`config.mk`:
```
export PLATFORM = sky130hd
export DESIGN_NAME = btn_led_ctrl
export DESIGN_NICKNAME = d
export VERILOG_FILES = /design/src/rtl/btn_led_ctrl.sv
export SDC_FILE = /design/constraint.sdc
export NUM_CORES = 1
export LEC_CHECK = 0
export BUFFER_PORTS_ARGS = -buffer_cell sky130_fd_sc_hd__buf_4
export CORE_ASPECT_RATIO = 0.9
export CORE_MARGIN = 2
export CORE_UTILIZATION = 62
export CTS_BUF_LIST = sky130_fd_sc_hd__clkbuf_8
export CTS_CLUSTER_SIZE = 10
export DETAILED_ROUTE_END_ITERATION = 12
export GPL_ROUTABILITY_DRIVEN = 0
export GPL_TIMING_DRIVEN = 0
export PLACE_DENSITY = 0.82
export SKIP_LAST_GASP = 1
export SLEW_MARGIN = 20
export SYNTH_ARGS = -nofsm -noshare
export SYNTH_HDL_FRONTEND = slang
export SYNTH_SLANG_ARGS = --single-unit
```
`constraint.sdc`:
```
create_clock -name CLK100MHZ -period 3 [get_ports CLK100MHZ]
set_clock_uncertainty 0.1 [all_clocks]
set_input_delay 0.45 -clock CLK100MHZ [delete_from_list [all_inputs] [get_ports CLK100MHZ]]
set_output_delay 0.45 -clock CLK100MHZ [all_outputs]
set_load 0.02 [all_outputs]
```
`src/rtl/btn_led_ctrl.sv`:
```
// btn_led_ctrl: manual-mode front end for the 16-LED display.
// Synchronises and debounces btnL/btnR, turns accepted presses into one-cycle
// step events and moves a one-hot LED position with saturation at 0 and 15.
// Define BTN_AUTOREPEAT_EN to compile in the shared auto-repeat FSM; without
// it a held button steps exactly once.
module btn_led_ctrl #(
    parameter int DEBOUNCE_CYCLES = 1_000_000,
    parameter int REPEAT_DELAY    = 50_000_000,
    parameter int REPEAT_RATE     = 10_000_000
) (
    input  logic        CLK100MHZ,
    input  logic        CPU_RESETN,
    input  logic        btnL,
    input  logic        btnR,
    output logic [15:0] LED,
    output logic [3:0]  idx,
    output logic        evt_l,
    output logic        evt_r
);

    localparam int              DB_W    = (DEBOUNCE_CYCLES > 1) ? $clog2(DEBOUNCE_CYCLES) : 1;
    localparam logic [DB_W-1:0] DB_LAST = DB_W'(DEBOUNCE_CYCLES - 1);

    // Marker block that appears in the elaborated hierarchy when a timing
    // parameter is below one cycle, which no counter here can honour.
    if (DEBOUNCE_CYCLES < 1 || REPEAT_DELAY < 1 || REPEAT_RATE < 1) begin : g_invalid_timing_params
    end

    // Bit 0 of every per-button vector is the left button, bit 1 the right.
    logic [1:0]      btn_raw;
    logic [1:0]      sync1_q, sync2_q;
    logic [1:0]      stable_q, stable_d, stable_prev_q;
    logic [DB_W-1:0] db_cnt_q [2];
    logic [DB_W-1:0] db_cnt_d [2];
    logic [1:0]      press, accept, rep, step;
    logic [3:0]      idx_q, idx_d;
    logic [15:0]     led_q;
    logic            evt_l_q, evt_r_q;

    assign btn_raw = {btnR, btnL};

    // Two-flop synchroniser for the asynchronous button inputs.
    always_ff @(posedge CLK100MHZ or negedge CPU_RESETN) begin
        if (!CPU_RESETN) begin
            sync1_q <= '0;
            sync2_q <= '0;
        end else begin
            // NOTE: non-blocking so sync2_q takes the previous sync1_q; blocking
            // assignments here would collapse the two stages into one.
            sync1_q <= btn_raw;
            sync2_q <= sync1_q;
        end
    end

    // Debounce next state: count while the input disagrees with the stable level.
    always_comb begin
        for (int b = 0; b < 2; b++) begin
            // NOTE: every output gets a default first, so no path leaves a
            // value unassigned and no latch is inferred.
            stable_d[b] = stable_q[b];
            db_cnt_d[b] = '0;
            if (sync2_q[b] != stable_q[b]) begin
                if (db_cnt_q[b] == DB_LAST) begin
                    stable_d[b] = ~stable_q[b];
                end else begin
                    db_cnt_d[b] = db_cnt_q[b] + 1'b1;
                end
            end
        end
    end

    // Debounce state plus a delayed copy of the stable level for edge detection.
    always_ff @(posedge CLK100MHZ or negedge CPU_RESETN) begin
        if (!CPU_RESETN) begin
            stable_q      <= '0;
            stable_prev_q <= '0;
            db_cnt_q[0]   <= '0;
            db_cnt_q[1]   <= '0;
        end else begin
            stable_q      <= stable_d;
            stable_prev_q <= stable_q;
            db_cnt_q[0]   <= db_cnt_d[0];
            db_cnt_q[1]   <= db_cnt_d[1];
        end
    end

    // A press is the cycle after the stable level rises; it only counts while
    // the other button is released, so simultaneous presses cancel each other.
    assign press  = stable_q & ~stable_prev_q;
    assign accept = {press[1] & ~stable_q[0], press[0] & ~stable_q[1]};

`ifdef BTN_AUTOREPEAT_EN
    localparam int RD_W = (REPEAT_DELAY > 1) ? $clog2(REPEAT_DELAY) : 1;
    localparam int RR_W = (REPEAT_RATE > 1) ? $clog2(REPEAT_RATE) : 1;
    localparam int RC_W = (RD_W > RR_W) ? RD_W : RR_W;
    localparam logic [RC_W-1:0] RD_LAST = RC_W'(REPEAT_DELAY - 1);
    localparam logic [RC_W-1:0] RR_LAST = RC_W'(REPEAT_RATE - 1);

    localparam logic [1:0] ST_IDLE   = 2'd0;
    localparam logic [1:0] ST_DELAY  = 2'd1;
    localparam logic [1:0] ST_REPEAT = 2'd2;

    logic [1:0]      state_q, state_d;
    logic [RC_W-1:0] rep_cnt_q, rep_cnt_d;
    logic            held_q, held_d;     // 0 = left held, 1 = right held
    logic            held_on, other_on;

    assign held_on  = stable_q[held_q];
    assign other_on = stable_q[~held_q];

    // Repeat FSM: arm on an accepted press, drop out as soon as the held button
    // is released or the other one goes down, otherwise emit timed repeats.
    always_comb begin
        state_d   = state_q;
        rep_cnt_d = rep_cnt_q;
        held_d    = held_q;
        rep       = '0;
        if (|accept) begin
            state_d   = ST_DELAY;
            rep_cnt_d = '0;
            held_d    = accept[1];
        end else begin
            case (state_q)
                ST_IDLE: ;
                ST_DELAY, ST_REPEAT: begin
                    if (!held_on || other_on) begin
                        state_d   = ST_IDLE;
                        rep_cnt_d = '0;
                    end else if (rep_cnt_q == ((state_q == ST_DELAY) ? RD_LAST : RR_LAST)) begin
                        rep[held_q] = 1'b1;
                        state_d     = ST_REPEAT;
                        rep_cnt_d   = '0;
                    end else begin
                        rep_cnt_d = rep_cnt_q + 1'b1;
                    end
                end
                default: begin
                    state_d   = ST_IDLE;
                    rep_cnt_d = '0;
                end
            endcase
        end
    end

    // Repeat FSM registers.
    always_ff @(posedge CLK100MHZ or negedge CPU_RESETN) begin
        if (!CPU_RESETN) begin
            state_q   <= ST_IDLE;
            rep_cnt_q <= '0;
            held_q    <= 1'b0;
        end else begin
            state_q   <= state_d;
            rep_cnt_q <= rep_cnt_d;
            held_q    <= held_d;
        end
    end
`else
    assign rep = 2'b00;
`endif

    assign step = accept | rep;

    // Saturating position update; left moves up, right moves down.
    always_comb begin
        idx_d = idx_q;
        if (step[0]) begin
            if (idx_q != 4'd15) idx_d = idx_q + 4'd1;
        end else if (step[1]) begin
            if (idx_q != 4'd0) idx_d = idx_q - 4'd1;
        end
    end

    // Registered outputs; position and LED share one next-state value.
    always_ff @(posedge CLK100MHZ or negedge CPU_RESETN) begin
        if (!CPU_RESETN) begin
            idx_q   <= 4'd0;
            led_q   <= 16'h0001;
            evt_l_q <= 1'b0;
            evt_r_q <= 1'b0;
        end else begin
            idx_q   <= idx_d;
            led_q   <= 16'h0001 << idx_d;
            evt_l_q <= step[0];
            evt_r_q <= step[1];
        end
    end

    assign idx   = idx_q;
    assign LED   = led_q;
    assign evt_l = evt_l_q;
    assign evt_r = evt_r_q;

endmodule

```
== After elaboration in Yosys (flattened, before gate mapping) ==
Cells that the tools add are included.

* Word-level logic and storage cells: 38
* Bits in registers: 70
* Input bits: 4
* Output and inout bits: 22

* Multiplexer cells: 8
* Shifts and indexed selects: 1
* Add/subtract/negate cells: 4
* Equality and inequality tests: 5
* Reduce and logical (&&, ||, !) cells: 3
* Bitwise operators: 6

{| class="wikitable"
|+ Operators by type and width
! operator !! number
|-
| 20-bit two-way mux || 4
|-
| 20-bit by 1-bit adder with 20-bit output (second input constant) || 2
|-
| 20-bit == test (second input constant) || 2
|-
| 4-bit two-way mux || 4
|-
| 1-bit by 4-bit << shifter with 16-bit output (first input constant) || 1
|-
| 4-bit by 1-bit adder with 4-bit output (second input constant) || 1
|-
| 4-bit != test (second input constant) || 1
|-
| 2-bit AND reduction || 2
|-
| 4-bit nonzero test || 1
|-
| 4-bit by 1-bit subtractor with 4-bit output (second input constant) || 1
|-
| 1-bit bitwise AND || 2
|-
| 2-bit bitwise AND || 1
|-
| 1-bit != test || 2
|-
| 1-bit inverter || 2
|-
| 2-bit inverter || 1
|}

== Logic depth before layout (Yosys ltp) ==
Gate-level depths: netlist of the first run.

* Depth in word-level cells: 6
* Depth in mapped cells: 8
* Depth with buffers taken out: 7

== Worst setup path after synthesis of the first run ==
No wires, ideal clock.

* Kind: reg-to-reg
* From: register idx_q[0] (netlist: idx[0])
* To: register led_q[14] (netlist: LED[14])
* Setup time: 101 ps
* Slack: 760 ps
* Stages on the path, launching flop included: 8
* Buffers on the path: 0
* Required time: 2799 ps
* Period minus slack after synthesis: 2240 ps
* Data arrival time: 2039 ps
* Path through: dfrtp_1 > inv_1 > ha_1 > or3b_1 > a22o_1 > xnor2_4 > inv_4 > nor4_1

* Word-level cells in the longest chain between the ends: 5
* Elaborated cells between the ends (all ways): 9
* Classes of those cells: add/sub: 2; eq/ne: 1; shift: 1; mux: 4; reduce/logical: 1

{| class="wikitable"
|+ RTL lines
! what !! line !! RTL
|-
| start: declaration || 36 || <nowiki>logic [3:0] idx_q, idx_d;</nowiki>
|-
| start signal: assignment || 181 || <nowiki>idx_q <= idx_d;</nowiki>
|-
| 4-bit by 1-bit subtractor with 4-bit output or 4-bit nonzero test (tied branches) || 169 || <nowiki>if (idx_q != 4'd0) idx_d = idx_q - 4'd1;</nowiki>
|-
| 4-bit two-way mux || 169 ||
|-
| 4-bit two-way mux || 168 || <nowiki>end else if (step[1]) begin</nowiki>
|-
| 4-bit two-way mux * || 166 || <nowiki>if (step[0]) begin</nowiki>
|-
| named net idx_d[0] || 36 ||
|-
| 1-bit by 4-bit << shifter with 16-bit output * || 182 || <nowiki>led_q <= 16'h0001 << idx_d;</nowiki>
|-
| end signal: assignment || 182 ||
|-
| end: declaration || 37 || <nowiki>logic [15:0] led_q;</nowiki>
|}

The timed path passes the listed nets; every way through them passes the cells marked *.
A chain may end at the register's enable or synchronous reset.

== Final worst setup path of the first run ==
* From: register idx_q[0] (netlist: idx[0])
* To: register led_q[12] (netlist: LED[12])

Same word-level chain as after synthesis.

==> results of run 1 <==
-- layout by cell type (no fill, tap or decap), types with 2 or more instances in the layout --
cell type / n
a211o_1: 2
a21oi_1: 11
and3_1: 8
buf_2: 2
buf_4: 27
bufinv_16: 4
clkbuf_1: 2
clkbuf_8: 11
clkinv_4: 2
dfrtp_1: 69
ha_1: 4
inv_1: 12
inv_2: 2
inv_4: 2
mux2_2: 2
nand2_1: 9
nand3_1: 18
nand4_1: 9
nor2_1: 34
nor3_1: 7
nor3b_1: 2
nor4_1: 15
nor4_2: 7
nor4b_1: 2
o21ai_0: 6
o31ai_1: 5
or3_1: 10
or4_1: 6
xnor2_1: 20
xor2_1: 8
-- metrics by stage --
stage | power, mW | util (%) | instances
after floorplan | 0.997 | - | 297
after global placement | 1.02 | 68.7 | 389
after detailed placement | 1.03 | 68.7 | 389
after CTS | 2.07 | 74.1 | 405
after global routing | 2.12 | 74.1 | 405
final | 2.05 | 74.1 | 405
-- final timing paths --
path,from,end,cells after the start
worst max-delay path,idx[0]$_DFF_PN0_,LED[12]$_DFF_PN0_,7
worst min-delay path,btnR,sync1_q[1]$_DFF_PN0_,1
worst max register to register,idx[0]$_DFF_PN0_,LED[12]$_DFF_PN0_,7
worst min register to register,sync1_q[1]$_DFF_PN0_,sync2_q[1]$_DFF_PN0_,0
max in group asynchronous,CPU_RESETN,idx[3]$_DFF_PN0_,1
min in group asynchronous,CPU_RESETN,db_cnt_q[2]$_DFF_PN0_,1
-- routing by layer --
layer	global-route usage (%)	up-vias
li1	-	1144
met1	30.5	1188
met2	43.1	64
met3	8.17	11
met4	7.91	0
met5	0	-
-- critical path: cells and delay by family, from the launching register on --
kind | cells | cell delay (ps)
AND/OR/NAND/NOR | 2 | 630
flip-flops | 1 | 500
XOR/XNOR | 1 | 390
AO/OA/AOI/OAI | 1 | 320
buffers and inverters | 2 | 230
adder cells (fa/ha/maj) | 1 | 200
-- sequential cells by signal, indices dropped and copies added, names as in the netlist --
register / cells
LED: 16
db_cnt_q: 40
evt_l: 1
evt_r: 1
idx: 4
stable_prev_q: 2
stable_q: 2
sync1_q: 2
sync2_q: 2
-- where the power goes --
part / total, mW / leakage, nW / switching, mW / internal (mW)
Combinational: 0.0446 / 0.539 / 0.0337 / 0.0109
Clock: 1.04 / 0.140 / 0.359 / 0.683
Sequential: 0.962 / 0.961 / 0.00948 / 0.952
Total: 2.05 / 1.64 / 0.402 / 1.65
-- logic make-up after synthesis --
family / count (synthesis) / share of synthesized area (%)
buffers and inverters: 24 / 3.59
adder cells (fa/ha/maj): 4 / 1.53
AO/OA/AOI/OAI: 29 / 6.34
AND/OR/NAND/NOR: 138 / 25.7
XOR/XNOR: 29 / 8.33
flip-flops: 70 / 53.5
multiplexers: 3 / 0.993
-- layout make-up --
class	count	area [sq um]
Fill cell	355	1340
Tap cell	67	83.8
Buffer	7	43.8
Timing Repair Buffer	25	188
Clock buffer	11	151
Inverter	17	73.8
Clock inverter	5	129
Multi-Input combinational cell	203	1400
Sequential cell	70	1750
==> run metrics, run 1 <==
EDFF count, synth 0; mapped cell area 0.00327 sq mm; Pins Over Slew Limit 0; IO Count 26; met3 wire len 297 microns; CP endpoint kind register; sequential cell area fraction in the yosys report 53.5%; placed wire-length estimate 4290 microns; 1st-pass router iterations 4; crit-path cells inv_1 > ha_1 > or3b_1 > a22o_1 > xnor2_4 > inv_4 > nor4_1; DRT met1 WL 2770 microns; Skew-Pair Late Insertion Delay 350 ps; Yosys cell types 48; setup_tns 0 ps; yosys warns 0; Syn Area/Cell 11.0 sq um; Critical Path Slowest Stage Cell dfrtp_1; Inserted Diodes 0; Iteration-0 DRC Markers 168; dpl cell area 0.00355 sq mm; Peak Freq 403 MHz; syn_nets 305; die width 80.6 microns; TritonCTS clock tree built; first-pass GRT wire length 11000 microns; worst path required time 3150 ps; GRT overflow 0; reg2reg setup slack 520 ps; Period minus WS final 2480 ps; Design Area, Final 0.00383 sq mm; CP Class reg -> reg; Setup Buffers After CTS 0; Finish-stage setup viols 0; Num CTS Buffers 9; H-tree levels 3; number of global-route vias before repair 2364; asr flop ratio synth 100%; number of port buffers 25; top-count cell post-synth dfrtp_1; Area contributors post-synth dfrtp_1 (53%), xnor2_1 (5.3%), nor2_1 (3.9%), nor4_1 (2.9%), nand3_1 (2.8%); share of layout cells above drive strength 1 20.4%; Chip Height 72.9 microns; area of the core 0.00516 sq mm; Max-Cap Viols 0; Max IR drop VDD 0.365 mV; hold_ws 100 ps; leak pwr 1.64 nW; highest metal used met4; WL final 6580 microns; Worst-Margin Slew 855 ps; critical path's largest stage delay 500 ps; clock root buffer clkbuf_8; initial antenna violation count 0; Hold Path Class in -> reg; Worst setup SP type register; Final ANT Viol Nets 0; nets@finish 341; CTS sink cnt 70; total vias in the final route 2407; vias per cell 5.94; Reg clk slew, reported paths 80 ps; Slew headroom 43.0%; RSZ-0062 raised after global routing no; pwr dens 535 mW/mm^2; total track usage 25.2%; ys flop type dfrtp_1; Max FO, Critical Path 9; share of the synthesized area in the top cell type 52.7%; pre-CTS worst setup slack 593 ps; Tcrit/Tclk final 82.7%; cts repair resizes 0; DRC viols 0; post-layout worst setup margin 519 ps; Syn-to-layout area delta 16.9%; site row count 25; FF+latch count, synth 70; largest net degree at the start of global routing 71; crit path DAT 2630 ps; full die area 0.00588 sq mm; run status complete, no violations; CTS Hold Bufs 0; final hold vios 0; synth cell count leaders dfrtp_1 (69), nor2_1 (34), xnor2_1 (20), nand3_1 (18), nor4_1 (15); met2 wire len 3420 microns; clock buffer depth 2; Starting Density 63.4%; Synth Instances 297; post-synth top area cell dfrtp_1; wire length per cell 16.2 microns
Power figures use the tool's default switching activity.
==> run 2: changes to the inputs <==
--- a/config.mk
+++ b/config.mk
@@ -5,6 +5,7 @@
 export SDC_FILE = /design/constraint.sdc
 export NUM_CORES = 1
 export LEC_CHECK = 0
+export ABC_AREA = 1
 export BUFFER_PORTS_ARGS = -buffer_cell sky130_fd_sc_hd__buf_4
 export CORE_ASPECT_RATIO = 0.9
 export CORE_MARGIN = 2
==> constraint.sdc (replaced) <==
create_clock -name CLK100MHZ -period 2.35 [get_ports CLK100MHZ]
set_clock_uncertainty 0.1 [all_clocks]
set_input_delay 0.3525 -clock CLK100MHZ [delete_from_list [all_inputs] [get_ports CLK100MHZ]]
set_output_delay 0.3525 -clock CLK100MHZ [all_outputs]
set_load 0.02 [all_outputs]
==> run 2 against run 1 <==
Compared with the run above:
- routed wire length up 2.7%
- register-to-register slack better by 20 ps
- total power up 3.0%
- largest cell class unchanged
==> run metrics, run 2 <==
EDFF count, synth 0; placed wire-length estimate 4860 microns; number of port buffers 25; Finish-stage setup viols 0; crit path DAT 1980 ps; area of the core 0.00529 sq mm; Chip Height 74.3 microns; Inserted Diodes 0; r2r endpoint LED[4]$_DFF_PN0_; Starting Density 64.5%; synth cell count leaders nor2_1 (84), nand2_1 (76), dfrtp_1 (69), inv_1 (44), nand3_1 (41); R2R Path Start idx[1]$_DFF_PN0_; WL final 6760 microns; hold_ws 20.4 ps; CTS Hold Bufs 1; share of layout cells above drive strength 1 14.4%; Final ANT Viol Nets 0; dpl cell area 0.00368 sq mm; CP startpoint idx[1]$_DFF_PN0_; reg2reg setup slack 530 ps; Setup Buffers After CTS 0; Worst setup SP type register; Tcrit/Tclk final 77.2%; total track usage 26.7%; Peak Freq 551 MHz; most frequent cells in the layout nor2_1 (84), nand2_1 (76), dfrtp_1 (69); clock buffer depth 2; mapped cell area 0.00341 sq mm; post-synth top area cell dfrtp_1; Skew-Pair Late Insertion Delay 340 ps; CP Class reg -> reg; die width 82.2 microns; wire length per cell 12.9 microns; Area contributors post-synth dfrtp_1 (51%), nor2_1 (9.3%), nand2_1 (8.4%), nand3_1 (6.0%), inv_1 (4.8%); max reg flops 40; Max FO, Critical Path 8; top-count cell post-synth nor2_1; total power draw 2.11 mW; H-tree levels 3; clock root buffer clkbuf_8; IO Count 26; GRT overflow 0; register with the most flip-flops db_cnt_q; Pins Over Slew Limit 0; RSZ-0062 raised after global routing no; pre-CTS worst setup slack 570 ps; share of the synthesized area in the top cell type 50.7%; leak pwr 1.87 nW; initial antenna violation count 0; DRC viols 0; Design Area, Final 0.00387 sq mm; setup_tns 0 ps; cts repair resizes 0; Syn-to-layout area delta 13.5%; Slew headroom 43.4%; FF-to-FF path depth 9; CTS sink cnt 70; pwr dens 546 mW/mm^2; TritonCTS clock tree built; ys flop type dfrtp_1; Iteration-0 DRC Markers 131; asr flop ratio synth 100%; largest net degree at the start of global routing 71; Syn Area/Cell 8.21 sq um; Reg clk slew, reported paths 70 ps; vias per cell 5.42; total vias in the final route 2841; Worst-Margin Slew 842 ps; 1st-pass router iterations 5; commonest non-fill, non-tap cell in the layout nor2_1; FF+latch count, synth 70; Max-Cap Viols 0; sequential cell area fraction in the yosys report 51.4%; Synth Instances 415; full die area 0.00611 sq mm; post-layout worst setup margin 535 ps; final hold vios 0; nets@finish 461; Period minus WS final 1820 ps; yosys warns 0; Num CTS Buffers 9; worst path required time 2520 ps; run status complete, no violations; first-pass GRT wire length 12200 microns; Max IR drop VDD 0.400 mV; syn_nets 423; number of global-route vias before repair 2846; Yosys cell types 29; fillers 401; CP endpoint kind register; site row count 25; Critical path destination LED[4]$_DFF_PN0_; Hold Path Class in -> async
run 2: changes by cell type after synthesis, moves of 8 or more:
cell     delta
xnor2_1    -14
nor2_1     +50
or3_1      -10
and3_1      -8
nor3_1     +13
nand2_1    +67
nand3_1    +23
nor4_1     -15
inv_1      +32
run 2: cell type report:
cell class / count / area (sq um) / area share (%)
Buffer: 2 / 18.8 / 0.485
Clock buffer: 11 / 151 / 3.91
Clock inverter: 4 / 16.3 / 0.421
Inverter: 51 / 194 / 5.01
Multi-Input combinational cell: 292 / 1440 / 37.3
Sequential cell: 70 / 1750 / 45.3
Tap cell: 67 / 83.8 / 2.17
Timing Repair Buffer: 27 / 208 / 5.37
run 2: logic make-up (layout without fill, tap and decap cells):
family / count (synthesis) / in the layout / synth area share, %
compound gates: 18 / 18 / 2.86
xor+xnor: 16 / 16 / 4.11
buf+inv: 53 / 95 / 6.24
fa+ha+maj: 4 / 4 / 1.47
simple gates: 254 / 254 / 33.9
flops: 70 / 70 / 51.4
run 2: how the worst min path moves through the flow:
stage / startpoint / endpoint / slack (ps) / depth (start not counted)
after detailed placement: sync1_q[0]$_DFF_PN0_ / sync2_q[0]$_DFF_PN0_ / 250 / 0
after CTS: btnL / sync1_q[0]$_DFF_PN0_ / 0.2 / 1
after global routing: CPU_RESETN / db_cnt_q[20]$_DFF_PN0_ / 90 / 1
after global placement: sync1_q[0]$_DFF_PN0_ / sync2_q[0]$_DFF_PN0_ / 240 / 0
after floorplan: CPU_RESETN / LED[10]$_DFF_PN0_ / -40 / 0
final: CPU_RESETN / db_cnt_q[21]$_DFF_PN0_ / 20 / 1
run 2: per-stage QoR:
step	util [%]	instances
after floorplan	-	415
after global placement	69.6	507
after detailed placement	69.6	507
after global routing	73.2	524
final	73.2	524
after CTS	73.0	523
run 2: report_power, final:
part / internal, mW / switching [mW]
Clock: 0.421 / 0.403
Sequential: 1.22 / 0.00769
Combinational: 0.0171 / 0.0440
run 2: metal layers:
metal	GRT usage (%)	wire (microns)	vias to the layer above
li1	-	-	1398
met1	34.5	3010	1345
met2	42.2	3230	79
met3	8.50	358	19
met4	10.7	155	0
met5	0	0	-
run 2: worst max-delay path, stage by stage (launching register included):
cell,delay (ps)
dfrtp_1,490
inv_1,100
ha_1,250
nand2_1,170
nand3_1,90
nand2_1,60
nand3_1,70
nand2_1,170
nand3_1,130
nor2_1,110
